`config.mk`:
```
export PLATFORM = sky130hd
export DESIGN_NAME = nios2os_nios2_oci_dct_ctrl
export DESIGN_NICKNAME = d
export VERILOG_FILES = /design/src/rtl/nios2os_nios2_oci_dct_ctrl.sv
export SDC_FILE = /design/constraint.sdc
export NUM_CORES = 1
export LEC_CHECK = 0
export BUFFER_PORTS_ARGS = -buffer_cell sky130_fd_sc_hd__buf_2
export CAP_MARGIN = 15
export CORE_UTILIZATION = 48
export DETAILED_ROUTE_END_ITERATION = 6
export PLACE_DENSITY_LB_ADDON = 0.3
export SLEW_MARGIN = 20
export SYNTH_ARGS = -nofsm -noshare
export SYNTH_HDL_FRONTEND = slang
export SYNTH_SLANG_ARGS = --single-unit
```
`constraint.sdc`:
```
create_clock -name clk -period 1.96 [get_ports clk]
set_input_delay 0.294 -clock clk [delete_from_list [all_inputs] [get_ports clk]]
set_output_delay 0.294 -clock clk [all_outputs]
set_load 0.05 [all_outputs]
```
`src/rtl/nios2os_nios2_oci_dct_ctrl.sv`:
```
// OCI DCT buffer controller: packs 2-bit trace symbols, arbitrates the
// trace output port in order, and drives the end-of-test handshake.
module nios2os_nios2_oci_dct_ctrl #(
  parameter int TIMEOUT = 64,
  parameter int TMR_W   = 16
) (
  input  logic        clk,
  input  logic        reset_n,
  input  logic        trace_en,
  input  logic        trace_stop,
  input  logic        sym_valid,
  input  logic [1:0]  sym,
  output logic        sym_ready,
  input  logic        word_valid,
  input  logic [33:0] word,
  output logic        word_ready,
  input  logic        flush_req,
  output logic        out_valid,
  output logic [35:0] out_data,
  input  logic        out_ready,
  output logic [29:0] dct_buffer,
  output logic [3:0]  dct_count,
  output logic        test_ending,
  output logic        test_has_ended
);

  typedef enum logic [1:0] {
    S_IDLE,
    S_RUN,
    S_DRAIN,
    S_ENDED
  } state_t;

  localparam logic [TMR_W-1:0] TMO = TMR_W'(TIMEOUT);
  localparam bit TMO_EN = (TIMEOUT != 0);

  state_t           state;
  logic             trace_en_q;
  logic [TMR_W-1:0] timer;
  logic             flush_pend;

  logic en_rise;
  logic run;
  logic drain;
  logic full;
  logic empty;
  logic tmo_hit;
  logic slot_free;
  logic dct_trig;
  logic emit_dct;
  logic emit_word;
  logic sym_acc;

  assign en_rise   = trace_en & ~trace_en_q;
  assign run       = (state == S_RUN);
  assign drain     = (state == S_DRAIN);
  assign full      = (dct_count == 4'd15);
  assign empty     = (dct_count == 4'd0);
  assign tmo_hit   = TMO_EN && (timer == TMO);
  assign slot_free = ~out_valid | out_ready;

  // Older symbols always leave before a waiting direct word.
  assign dct_trig  = ~empty &
                     (full | word_valid | flush_pend |
                      tmo_hit | drain);
  assign emit_dct  = slot_free & dct_trig;
  assign emit_word = slot_free & ~dct_trig &
                     word_valid & run;

  assign word_ready = emit_word;
  assign sym_ready  = run & ~full & ~word_valid;
  assign sym_acc    = sym_valid & sym_ready;

  always_ff @(posedge clk or negedge reset_n) begin
    if (!reset_n) begin
      state          <= S_IDLE;
      trace_en_q     <= 1'b0;
      test_ending    <= 1'b0;
      test_has_ended <= 1'b0;
    end else begin
      trace_en_q <= trace_en;
      unique case (state)
        S_IDLE: begin
          if (en_rise) state <= S_RUN;
        end
        S_RUN: begin
          if (trace_stop) begin
            state       <= S_DRAIN;
            test_ending <= 1'b1;
          end
        end
        S_DRAIN: begin
          if (empty && !out_valid) begin
            state          <= S_ENDED;
            test_ending    <= 1'b0;
            test_has_ended <= 1'b1;
          end
        end
        S_ENDED: begin
          if (en_rise) begin
            state          <= S_RUN;
            test_has_ended <= 1'b0;
          end
        end
        default: begin
          state <= S_IDLE;
        end
      endcase
    end
  end

  always_ff @(posedge clk or negedge reset_n) begin
    if (!reset_n) begin
      out_valid <= 1'b0;
      out_data  <= '0;
    end else if (slot_free) begin
      if (emit_dct) begin
        out_valid <= 1'b1;
        out_data  <= {2'b01, dct_count, dct_buffer};
      end else if (emit_word) begin
        out_valid <= 1'b1;
        out_data  <= {2'b10, word};
      end else begin
        out_valid <= 1'b0;
      end
    end
  end

  // A symbol taken in an emit cycle starts the fresh buffer.
  always_ff @(posedge clk or negedge reset_n) begin
    if (!reset_n) begin
      dct_buffer <= '0;
      dct_count  <= '0;
    end else if (emit_dct) begin
      dct_buffer <= sym_acc ? {28'b0, sym} : '0;
      dct_count  <= sym_acc ? 4'd1 : 4'd0;
    end else if (sym_acc) begin
      dct_buffer <= {dct_buffer[27:0], sym};
      dct_count  <= dct_count + 4'd1;
    end
  end

  always_ff @(posedge clk or negedge reset_n) begin
    if (!reset_n) begin
      flush_pend <= 1'b0;
    end else if (flush_req) begin
      flush_pend <= 1'b1;
    end else if (emit_dct || empty) begin
      flush_pend <= 1'b0;
    end
  end

  always_ff @(posedge clk or negedge reset_n) begin
    if (!reset_n) begin
      timer <= '0;
    end else if (sym_acc || emit_dct || empty) begin
      timer <= '0;
    end else if (timer != TMO) begin
      timer <= timer + 1'b1;
    end
  end

endmodule
```
== Yosys cells after proc, flatten, opt, wreduce, memory -nomap -nowiden ==
Cells that the tools add are included.

* Register bits after elaboration: 93
* Bits in latches: 0
* Memory bits (writable): 0
* ROM bits: 0
* Bits of input ports: 44
* Output and inout bits: 75
* Word-level logic and storage cells: 84
* Memories: 0

* Add/sub/neg operators: 2
* Multipliers: 0
* Div/mod/pow operators: 0
* $lt $le $gt $ge: 0
* Equal/unequal tests: 10
* Shift operators: 0
* Mux-type cells: 24
* Bitwise operators: 20
* Reductions and logical operators: 18

{| class="wikitable"
|+ Operator list
! kind !! number
|-
| 36-bit 2-to-1 mux || 2
|-
| 30-bit 2-to-1 mux || 2
|-
| 16-bit 2-to-1 mux || 2
|-
| 16-bit by 1-bit adder with 16-bit output (second input constant) || 1
|-
| 16-bit by 7-bit == test with 1-bit output (second input constant) || 1
|-
| 16-bit by 7-bit inequality test with 1-bit output (second input constant) || 1
|-
| 2-bit nonzero test || 6
|-
| 1-bit bitwise AND || 9
|-
| 1-bit 2-to-1 mux || 9
|-
| 3-bit AND reduction || 3
|-
| 2-bit 2-to-1 mux || 4
|-
| 4-bit 2-to-1 mux || 2
|-
| 1-bit inverter || 6
|-
| 2-bit case mux with 3 select lines || 1
|-
| 1-bit bitwise OR || 5
|-
| 4-bit by 1-bit adder with 4-bit output (second input constant) || 1
|-
| 2-bit == test (second input constant) || 2
|-
| 4-bit == test (second input constant) || 1
|-
| 4-bit zero test || 1
|-
| 2-bit by 1-bit inequality test with 1-bit output (second input constant) || 2
|-
| 2-bit inequality test (second input constant) || 2
|-
| 1-bit case mux with 2 select lines || 2
|-
| 1-bit logical OR || 3
|-
| 2-bit by 1-bit == test with 1-bit output (second input constant) || 1
|-
| other kinds (5) || 5
|}

== Logic depth before layout (Yosys ltp) ==
Gate-level depths: netlist of run 1.

* Word-level depth: 12
* Gate-level depth with buffers: 8
* Depth with buffers taken out: 6

== Least setup slack after synthesis of run 1 ==
Ideal clock, no wire load.

* Path type: reg-to-reg
* From: register dct_count[0]
* To: register out_data[32]
* Data arrival time: 2359 ps
* Setup slack: -522 ps
* Cell stages (with the launch flop): 8
* Path buffers: 1
* Period minus slack after synthesis: 2482 ps
* Cell sequence: dfrtp_1 inv_1 ha_1 or3b_4 nor3_4 clkbuf_1 nand2b_1 o221a_2

* Cells in the longest elaborated chain, start to end: 12
* Elaborated cells on any way between the ends: 16
* Classes of those cells: eq/ne: 1; mux: 1; bitwise: 11; reduce/logical: 3

{| class="wikitable"
|+ Ends and longest elaborated chain
! item !! line !! text
|-
| from (decl) || 22 || <nowiki>output logic [3:0] dct_count,</nowiki>
|-
| from (signal assigned) || 136 || <nowiki>dct_count <= sym_acc ? 4'd1 : 4'd0;</nowiki>
|-
| from (signal assigned) || 139 || <nowiki>dct_count <= dct_count + 4'd1;</nowiki>
|-
| 4-bit == test || 57 || <nowiki>assign full = (dct_count == 4'd15);</nowiki>
|-
| 1-bit bitwise OR (3 in a row) || 64 || <nowiki>(full | word_valid | flush_pend |</nowiki>
|-
| 1-bit bitwise OR || 65 || <nowiki>tmo_hit | drain);</nowiki>
|-
| 1-bit bitwise AND * || 63 || <nowiki>assign dct_trig = ~empty &</nowiki>
|-
| 1-bit inverter * || 67 || <nowiki>assign emit_word = slot_free & ~dct_trig &</nowiki>
|-
| 1-bit bitwise AND * (2 in a row) || 67 ||
|-
| 1-bit bitwise AND * || 68 || <nowiki>word_valid & run;</nowiki>
|-
| named net word_ready || 16 || <nowiki>output logic word_ready,</nowiki>
|-
| 2-bit nonzero test (no source line) * || -- ||
|-
| 2-bit AND reduction (no source line) * || -- ||
|-
| to (signal assigned) || 119 || <nowiki>out_data <= {2'b01, dct_count, dct_buffer};</nowiki>
|-
| to (signal assigned) || 122 || <nowiki>out_data <= {2'b10, word};</nowiki>
|-
| to (decl) || 19 || <nowiki>output logic [35:0] out_data,</nowiki>
|}

The timed path passes the listed nets; every way through them passes the cells marked *.
A chain may end at the register's enable or synchronous reset.

== Final worst setup path of run 1 ==
* From: register dct_count[0]
* To: output port sym_ready

* Cells in the longest elaborated chain, start to end: 4

{| class="wikitable"
|+ Ends and longest elaborated chain
! item !! line !! text
|-
| 4-bit == test || 57 ||
|-
| 1-bit inverter || 71 || <nowiki>assign sym_ready = run & ~full & ~word_valid;</nowiki>
|-
| 1-bit bitwise AND (2 in a row) || 71 ||
|-
| to (decl) || 13 || <nowiki>output logic sym_ready,</nowiki>
|}

Every way passes these cells.

==> results of run 1 <==
==> logic make-up (layout without fill, tap and decap cells) <==
| kind of cell | after synthesis | count (layout) | synth area share |
|---|---|---|---|
| xor gates and xnor gates | 14 | 14 | 0.02772 |
| adders and majority gates | 8 | 8 | 0.02263 |
| buffers and inverters | 30 | 221 | 0.03819 |
| DFF | 93 | 93 | 0.5262 |
| AOI/OAI and AO/OA | 91 | 92 | 0.1717 |
| muxes | 5 | 5 | 0.01132 |
| and+or+nand+nor | 163 | 163 | 0.2023 |
==> worst reg2reg max path, stage by stage (launching register included) <==
cell	delay, ns
dfrtp_2	0.44
inv_2	0.08
ha_4	0.13
or3b_4	0.41
nor3_4	0.19
buf_4	0.15
buf_6	0.11
buf_12	0.12
or2b_1	0.25
o221a_2	0.13
==> state kept, by name, indices dropped and copies added (netlist names) <==
name / flops
flush_pend: 1
dct_buffer: 30
out_valid: 1
test_has_ended: 1
timer: 16
dct_count: 4
state: 2
out_data: 36
test_ending: 1
trace_en_q: 1
==> area by class of cell <==
| class | instances | area, um^2 | area share |
|---|---|---|---|
| Multi-Input combinational cell | 282 | 2391 | 0.3600 |
| Sequential cell | 93 | 2330 | 0.3508 |
| Timing Repair Buffer | 198 | 1530 | 0.2304 |
| Tap cell | 108 | 135.1 | 0.02035 |
| Clock buffer | 9 | 123.9 | 0.01865 |
| Clock inverter | 7 | 105.1 | 0.01583 |
| Inverter | 7 | 26.28 | 0.003956 |
==> per-layer routing <==
layer / global-route usage / part of all wire / wire length, um
met5: 0 / 0 / 0
met4: 0.08741 / 0.033 / 482
met3: 0.03794 / 0.068 / 993
met2: 0.3949 / 0.51 / 7433
met1: 0.3344 / 0.39 / 5606
==> worst max path at each step <==
stage / from / to
after floorplan: dct_count[0] / state[0]
after global placement: timer[0] / out_data[15]
after detailed placement: timer[0] / out_data[22]
after CTS: dct_count[0] / word_ready
after global routing: dct_count[0] / timer[15]
final: dct_count[0] / sym_ready
==> Yosys cell counts, drive strengths merged <==
cell type,instances,area share
a31o,1,0.0020
nand3,6,0.0068
o22ai,1,0.0014
xnor2,7,0.014
xor2,7,0.014
nor3b,1,0.0017
or3b,1,0.0025
mux2i,5,0.011
clkbuf,10,0.0085
o21a,1,0.0017
and3,2,0.0028
dfrtp,93,0.53
a21o,1,0.0017
nor2,6,0.0051
ha,8,0.023
nor4,4,0.012
nor2b,2,0.0028
or4,1,0.0017
o211ai,1,0.0048
or2b,10,0.017
and4bb,1,0.0028
nand2b,27,0.038
a31oi,4,0.0071
o31ai,1,0.0017
nand3b,1,0.0017
or3,2,0.0028
o221a,34,0.087
a211oi,6,0.014
a21oi,34,0.042
o21ai,6,0.0068
buf,13,0.024
nand4,6,0.012
and4,3,0.0059
inv,7,0.0059
and2,4,0.0057
a41oi,1,0.0020
nand2,69,0.059
nor3,17,0.022
==> stage by stage <==
| stage | area, um^2 | utilization | power, mW | setup TNS (ns) | worst slack, ns |
|---|---|---|---|---|---|
| after floorplan | 4451 | - | 6.363 | -0.3367 | -0.03212 |
| after global placement | 5458 | 0.6198 | 7.548 | -6.177 | -0.1656 |
| after detailed placement | 5458 | 0.6198 | 7.658 | -9.375 | -0.2310 |
| after CTS | 5786 | 0.6570 | 9.259 | -0.2735 | -0.1154 |
| after global routing | 6641 | 0.7542 | 11.24 | -7.993 | -0.1813 |
| final | 6641 | 0.7542 | 10.81 | -4.227 | -0.1406 |
==> report_power, final <==
part	leakage (nW)	internal, mW	switching (mW)	total (mW)
logic	1.76	2.70	3.80	6.49
clock network	0.112	0.739	0.745	1.48
registers	1.19	2.44	0.393	2.83
total	3.06	5.88	4.94	10.8
==> repair_timing <==
action,in CTS,in global routing
setup endpoints to repair,53,87
hold buffers,1,0
pin swaps,6,11
hold endpoints to repair,26,0
gates cloned,1,10
gates resized for setup,12,84
buffers inserted,4,20
==> run summary, run 1 <==
status - complete, but fails checks
Starting Density - 0.5023
Crit path top cell by count - buf_6
clk slew on worst S/H paths - 0.09 ns
DR iter-0 viols - 314
power per cell area - 1628 nW/um^2
worst-case clock buffer depth - 2
DRC - 12
Sink Count - 93
Levels on crit path - 6
commonest non-fill, non-tap cell in the layout - buf_2
most frequent cells in the layout - buf_2 (115), dfrtp_1 (91), nand2_1 (69), buf_4 (49), a21oi_2 (26)
Hold Path Stages - 1
Rows - 34
Syn Std Cell Area - 4423 um^2
Area growth syn-to-layout - 50.16%
Final #Nets - 643
Synth cell types - 48
P_leak - 3.062 nW
RSZ-0062 raised after global routing - yes
Post-Syn Instances - 404
kind of start point of the critical path - flip-flop
critical path class - reg -> out
CP endpoint kind - output port
critical-path cell list - buf_4, ha_2, a31oi_4, buf_6, and2_1, buf_6
final worst path period share - 1.072
Max Slew Vio Count - 0
clk root buf - clkbuf_8
final hold vios - 0
drt via density - 6.001
antenna violations before repair - 0
clock latency on the worst-skew pair - 0.37 ns
Final min period - 2.101 ns
CP max FO - 3
Synth Net Count - 456
sequential fraction of the synthesis area - 0.5262
Synth Register Bits - 93
WL/cell - 20.62 um
CTS buffer count - 9
vias in the first global route - 3,674
Hold Path Class - in -> reg
final worst slack - -0.1406 ns
share of layout cells above drive strength 1 - 0.5369
# fillers - 548
Port Buffer Count - 118
die area - 9602 um^2
CTS H-tree depth - 3
Die Wd - 97.99 um
Crit path max-delay family - buffers and inverters
largest net degree at the start of global routing - 41
CTS tree - yes
Antenna diodes - 0
worst path required time - 1.67 ns
RR Endpoint - out_data[13]
via count - 4,225
Final setup viols - 71
FMAX - 476.1 MHz
die height - 97.99 um
Max-Cap Viols - 0
hold endpoint - trace_en_q
total global routing overflow - 0
Worst Path Arrival - 1.81 ns
Tot GR Track Use - 0.2441
first-pass GRT wire length - 18.55 mm
WL final - 14.52 mm
Worst-Margin Slew - 0.3875 ns
Worst R2R Setup Slack - -0.14 ns
Inst Count DP - 653
Top Ports - 119
RD Place Congestion - 0.8594
slowest CP cell - dfrtp_2
Worst R2R Path Depth - 9
Worst Path Buf+Inv - 3
Core Area - 8806 um^2
R2R Path Start - dct_count[1]
Max rail drop VDD - 0.0008918 V
Slew Limit Headroom - 0.7417
Routed Antenna Nets - 0
Warnings, synthesis - 0
Clock Skews - 0.01708 ns
Max stage delay on crit path - 0.44 ns
Hold Startpoint - trace_en
worst hold margin - 0.05890 ns
Avg Cell Area, Syn - 10.95 um^2
hpwl dp - 7.639 mm
failing checks - design-rule violations, negative setup slack
fin cells - 704
iteration count of the initial detailed-routing pass - 7
Power figures use the tool's default switching activity.
==> run 2, diff against run 1 <==
GPL_TIMING_DRIVEN = 0   (was unset)
==> run 2 against run 1 <==
  * The run still ends with design-rule violations, negative setup slack left
  * Clock skew is 0.0036 ns lower
  * Critical path depth stayed put
  * Hold slack lost 0.022 ns
  * Clock power about the same
  * Sequential share of layout area fell by 0.50 points
  * Non-clock buffer count shrank 10
  * Fmax is 6.1% lower
  * Critical path type unchanged
==> run summary, run 2 (synthesis gave the netlist of run 1 again) <==
max reg flops - 36 (unchanged)
critical-path cell list - inv_2, ha_4, or3b_4, nor3_4, clkbuf_8, buf_8
# fillers - 493 (-10%)
total global routing overflow - 0 (unchanged)
worst-case clock buffer depth - 2 (unchanged)
final hold vios - 0 (unchanged)
drt via density - 5.922 (-1.3%)
clock latency on the worst-skew pair - 0.38 ns (about the same)
RSZ-0062 raised after global routing - yes
clk slew on worst S/H paths - 0.09 ns (about the same)
Max stage delay on crit path - 0.44 ns (about the same)
share of layout cells above drive strength 1 - 0.5402 (+0.003258)
worst path required time - 1.67 ns (about the same)
Tot GR Track Use - 0.2728 (+0.02875)
Clock Skews - 0.01344 ns (-0.003634 ns)
DRC - 14 (+2)
WL final - 14.40 mm (-0.80%)
Regs by FF count - out_data (36), dct_buffer (30), timer (16)
commonest non-fill, non-tap cell in the layout - buf_2
Final #Nets - 632 (-1.7%)
CP endpoint kind - output port
status - complete, but fails checks
Core Area - 8806 um^2 (unchanged)
Sink Count - 93 (unchanged)
DR iter-0 viols - 221 (-30%)
Worst-Margin Slew - 0.5840 ns (+0.1966 ns)
WL/cell - 20.78 um (+0.78%)
Slew Limit Headroom - 0.6098 (-0.1319)
RD Place Congestion - 0.8305 (-3.4%)
largest net degree at the start of global routing - 48 (+17%)
Starting Density - 0.5023 (unchanged)
antenna violations before repair - 0 (unchanged)
power per cell area - 1694 nW/um^2 (+4.0%)
via count - 4,104 (-2.9%)
Die Wd - 97.99 um (unchanged)
Antenna diodes - 0 (unchanged)
CTS H-tree depth - 3 (unchanged)
Routed Antenna Nets - 0 (unchanged)
Area growth syn-to-layout - 52.42%
most frequent cells in the layout - buf_2 (117), dfrtp_1 (90), nand2_1 (64), o221a_4 (33)
hpwl dp - 7.589 mm (-0.66%)
die height - 97.99 um (unchanged)
Rows - 34 (unchanged)
Max rail drop VDD - 0.001085 V (+22%)
clk root buf - clkbuf_8
Max Slew Vio Count - 0 (unchanged)
P_leak - 3.062 nW (about the same)
FMAX - 447.2 MHz (-6.1%)
Max-Cap Viols - 0 (unchanged)
register bank with the most flops - out_data
kind of start point of the critical path - flip-flop
Hold Path Class - in -> reg
Port Buffer Count - 118 (unchanged)
critical path class - reg -> out
failing checks - design-rule violations, negative setup slack
Final Core Density - 0.7656 (+0.01137)
Final setup viols - 74 (+4.2%)
CP max FO - 2 (-1)
final worst slack - -0.2760 ns (-0.1354 ns)
final worst path period share - 1.141 (+0.06911)
Worst Path Arrival - 1.94 ns (+0.13 ns)
slowest CP cell - dfrtp_2
iteration count of the initial detailed-routing pass - 7 (unchanged)
Pwr Total - 11.42 mW (+5.6%)
vias in the first global route - 3,948 (+7.5%)
die area - 9602 um^2 (unchanged)
Top Ports - 119 (unchanged)
Final min period - 2.236 ns (+0.1354 ns)
CTS buffer count - 9 (unchanged)
CTS tree - yes
first-pass GRT wire length - 20.54 mm (+11%)
[run 2: cell type report]
type | instances | area [um^2] | share of cell area
sequential | 93 | 2331 | 0.3458
clock inverter | 5 | 81.33 | 0.01206
timing repair buffer | 168 | 1221 | 0.1811
inverter | 7 | 26.28 | 0.003898
buffer | 20 | 237.7 | 0.03526
clock buffer | 11 | 141.4 | 0.02097
tap | 108 | 135.1 | 0.02004
multi-input combinational | 281 | 2567 | 0.3808
[run 2: timing repair]
item                                   CTS  global route
endpoints found under the hold margin   46             0
gates resized for setup                111            84
setup endpoints to repair               82            90
setup buffers                           31            12
cloned                                   7             2
hold buffers                             1             0
pin swaps                               15            40
[run 2: worst paths after layout]
path / start / endpoint / slack [ns] / cells after the start
worst max-delay path: dct_count[1] / word_ready / -0.28 / 6
worst min-delay path: trace_en / trace_en_q / 0.04 / 1
worst max register to register: dct_count[0] / dct_buffer[6] / -0.22 / 12
worst min register to register: test_has_ended / test_has_ended / 0.54 / 2
max in group asynchronous: reset_n / dct_count[1] / 0.95 / 3
min in group asynchronous: reset_n / out_data[35] / 0.41 / 2
[run 2: report_power, final]
| part | leakage [nW] | switching (mW) | internal, mW | total [mW] |
|---|---|---|---|---|
| combinational | 1.76 | 4.03 | 3.04 | 7.07 |
| clock | 0.110 | 0.728 | 0.757 | 1.49 |
| sequential | 1.19 | 0.422 | 2.44 | 2.87 |
| total | 3.06 | 5.18 | 6.24 | 11.4 |
[run 2: critical path, delay by kind of cell, from the launching register on]
family | cells | cell delay (ns)
adders and majority gates | 1 | 0.14
buffers and inverters | 3 | 0.40
DFF | 1 | 0.44
and+or+nand+nor | 2 | 0.59
[run 2: metrics by stage]
stage                     hold slack, ns  area (um^2)  setup TNS (ns)  setup WS [ns]  cells
after CTS                        0.04160         6230          -5.089        -0.1984    685
after floorplan                -0.001591         4451         -0.3367       -0.03212    404
final                            0.03648         6741          -8.733        -0.2760    693
after detailed placement          0.2550         5210          -13.54        -0.3440    631
after global routing             0.02255         6741          -12.71        -0.3410    693
after global placement            0.4193         5176          -37.95        -0.4599    630
[run 2: per-layer routing]
layer / track usage / vias up / share of wire
li1: - / 1811 / -
met1: 0.3595 / 2056 / 0.41
met2: 0.4642 / 193 / 0.50
met3: 0.04796 / 44 / 0.060
met4: 0.07576 / 0 / 0.032
met5: 0 / - / 0
==> run 3, diff against run 2 <==
CELL_PAD_IN_SITES_DETAIL_PLACEMENT = 1   (was unset)
CELL_PAD_IN_SITES_GLOBAL_PLACEMENT = 1   (was unset)
CORE_UTILIZATION = 40   (was 48)
clock period = 2.55 ns   (was 1.96 ns; I/O delays follow)
==> run 3 against run 2 <==
  * The run ends with design-rule violations left
  * Non-clock buffer count shrank 44
  * Critical path depth did not move
  * Clock power shrank 32%
  * Register-to-register slack better by 0.42 ns
  * Global-route usage decreased by 5.9 points
==> run summary, run 3 (synthesis gave the netlist of run 1 again) <==
status - complete, but fails checks
failing checks - design-rule violations
CTS tree - yes
Max Slew Vio Count - 0 (unchanged)
DR iter-0 viols - 176 (-20%)
Clock Skews - 0.01079 ns (-0.002654 ns)
antenna violations before repair - 0 (unchanged)
power per cell area - 1236 nW/um^2 (-27%)
Worst Path Arrival - 2.03 ns (+0.09 ns)
Core Area - 10,790 um^2 (+23%)
max reg flops - 36 (unchanged)
worst path required time - 2.17 ns (+0.50 ns)
final hold vios - 0 (unchanged)
Clock power frac - 0.150 (+0.020)
Routed Antenna Nets - 0 (unchanged)
RSZ-0062 raised after global routing - no
kind of start point of the critical path - flip-flop
Final Core Density - 0.5054 (-0.2601)
Final setup viols - 0 (-100%)
hpwl dp - 8.477 mm (+12%)
FMAX - 414.1 MHz
critical path class - reg -> out
share of layout cells above drive strength 1 - 0.3630 (-0.1772)
Die Wd - 107.2 um (+9.4%)
worst hold margin - 0.1465 ns (+0.1101 ns)
clock latency on the worst-skew pair - 0.36 ns (-0.02 ns)
Max rail drop VDD - 0.0005725 V (-47%)
Hold Path Stages - 1 (unchanged)
Final min period - 2.415 ns
Antenna diodes - 0 (unchanged)
first-pass GRT wire length - 19.05 mm (-7.3%)
switching fraction of total power - 0.4749 (+0.02122)
Tot GR Track Use - 0.2139 (-0.05888)
CP endpoint kind - output port
Port Buffer Count - 118 (unchanged)
Max-Cap Viols - 0 (unchanged)
total global routing overflow - 0 (unchanged)
drt via density - 5.346 (-9.7%)
DRC - 5 (-9)
WL/cell - 17.17 um (-17%)
Reg power frac - 0.319 (+0.068)
register bank with the most flops - out_data
WL final - 11.67 mm (-19%)
most frequent cells in the layout - buf_2 (119), dfrtp_1 (92), nand2_1 (69), o221a_2 (34), a21oi_1 (32)
commonest non-fill, non-tap cell in the layout - buf_2
Worst R2R Path Depth - 8 (-4)
iteration count of the initial detailed-routing pass - 7 (unchanged)
Pwr Total - 6.742 mW (-41%)
Starting Density - 0.4098 (-0.09247)
Final #Nets - 588 (-7.0%)
Area growth syn-to-layout - 23.34%
worst-case clock buffer depth - 2 (unchanged)
Sink Count - 93 (unchanged)
Rows - 38 (+12%)
largest net degree at the start of global routing - 54 (+13%)
clk root buf - clkbuf_8
die area - 11,480 um^2 (+20%)
final worst path period share - 0.9471
Regs by FF count - out_data (36), dct_buffer (30), timer (16)
CTS buffer count - 9 (unchanged)
RD Place Congestion - 0.7837 (-5.6%)
vias in the first global route - 3,732 (-5.5%)
Slew Limit Headroom - 0.5419 (-0.06792)
via count - 3,635 (-11%)
CP max FO - 10 (+8)
Worst-Margin Slew - 0.6858 ns (+0.1017 ns)
CTS H-tree depth - 3 (unchanged)
clk slew on worst S/H paths - 0.09 ns (about the same)
Hold Path Class - in -> reg
die height - 107.2 um (+9.4%)
Top Ports - 119 (unchanged)
# fillers - 1,243 (+150%)
sw power - 3.202 mW (-38%)
Internal - 3.540 mW (-43%)
combinational power share - 0.531 (-0.088)
P_leak - 2.466 nW (-19%)
## run 3: changes by cell type in the layout (fill, tap and decap cells not counted), sizes merged
cell	change
clkinvlp	+1
bufinv	-1
buf	-48
clkbuf	+5
inv	-1
clkinv	-1
## run 3: worst paths after layout
check / slack (ns) / to / startpoint
max: 0.13 / word_ready / dct_count[0]
min: 0.15 / trace_en_q / trace_en
max reg2reg: 0.20 / out_data[8] / dct_count[0]
min reg2reg: 0.52 / flush_pend / flush_pend
max in group asynchronous: 1.44 / dct_buffer[7] / reset_n
min in group asynchronous: 0.50 / out_data[29] / reset_n
## run 3: layout make-up
class                      instances  area, um^2  share of cell area
timing repair buffer             121       648.1              0.1188
clock inverter                     3       45.04            0.008257
sequential                        93        2328              0.4268
clock buffer                      12       155.1             0.02844
inverter                           7       26.28            0.004817
multi-input combinational        281        1927              0.3532
tap                              140       175.2             0.03211
buffer                            23       150.1             0.02752
## run 3: layer usage
layer | vias to the layer above | wire length (um) | share of wire | global-route usage
met5 | - | 0 | 0 | 0
met4 | 0 | 162 | 0.014 | 0.07143
met3 | 12 | 404 | 0.035 | 0.02796
met2 | 82 | 5643 | 0.48 | 0.3562
met1 | 1836 | 5464 | 0.47 | 0.2883
li1 | 1705 | - | - | -
## run 3: critical path, stage by stage, from the launching register on
cell and delay [ns]:
dfrtp_2 0.46, inv_1 0.10, ha_1 0.16, or3b_4 0.40, nor3_4 0.21, buf_6 0.18
buf_6 0.17
## run 3: stage by stage
step / setup TNS, ns / worst slack (ns) / cell area, um^2 / cells
2_1_floorplan: 0 / 0.05362 / 4423 / 404
3_5_place_dp: -0.03839 / -0.03839 / 5223 / 663
4_1_cts: 0 / 0.02115 / 5448 / 680
5_1_grt: 0 / 0.01791 / 5455 / 680
6_report: 0 / 0.1349 / 5455 / 680
3_3_place_gp: 0 / 0.004506 / 5189 / 662
## run 3: power groups by stage
stage / registers [mW] / logic [mW] / clock network (mW)
3_5_place_dp: 2.17 / 3.59 / 0
2_1_floorplan: 3.35 / 1.50 / 0
3_3_place_gp: 2.14 / 3.52 / 0
5_1_grt: 2.20 / 3.81 / 1.10
4_1_cts: 2.15 / 3.62 / 1.03
6_report: 2.15 / 3.58 / 1.01
## run 3: what timing repair did
action                                  4_1_cts  5_1_grt
buffers inserted                              1        0
gates resized for setup                       4        3
endpoints found under the hold margin        40        0
endpoints found under the setup margin        1        1
pin swaps                                     1        0
hold buffers                                  1        0
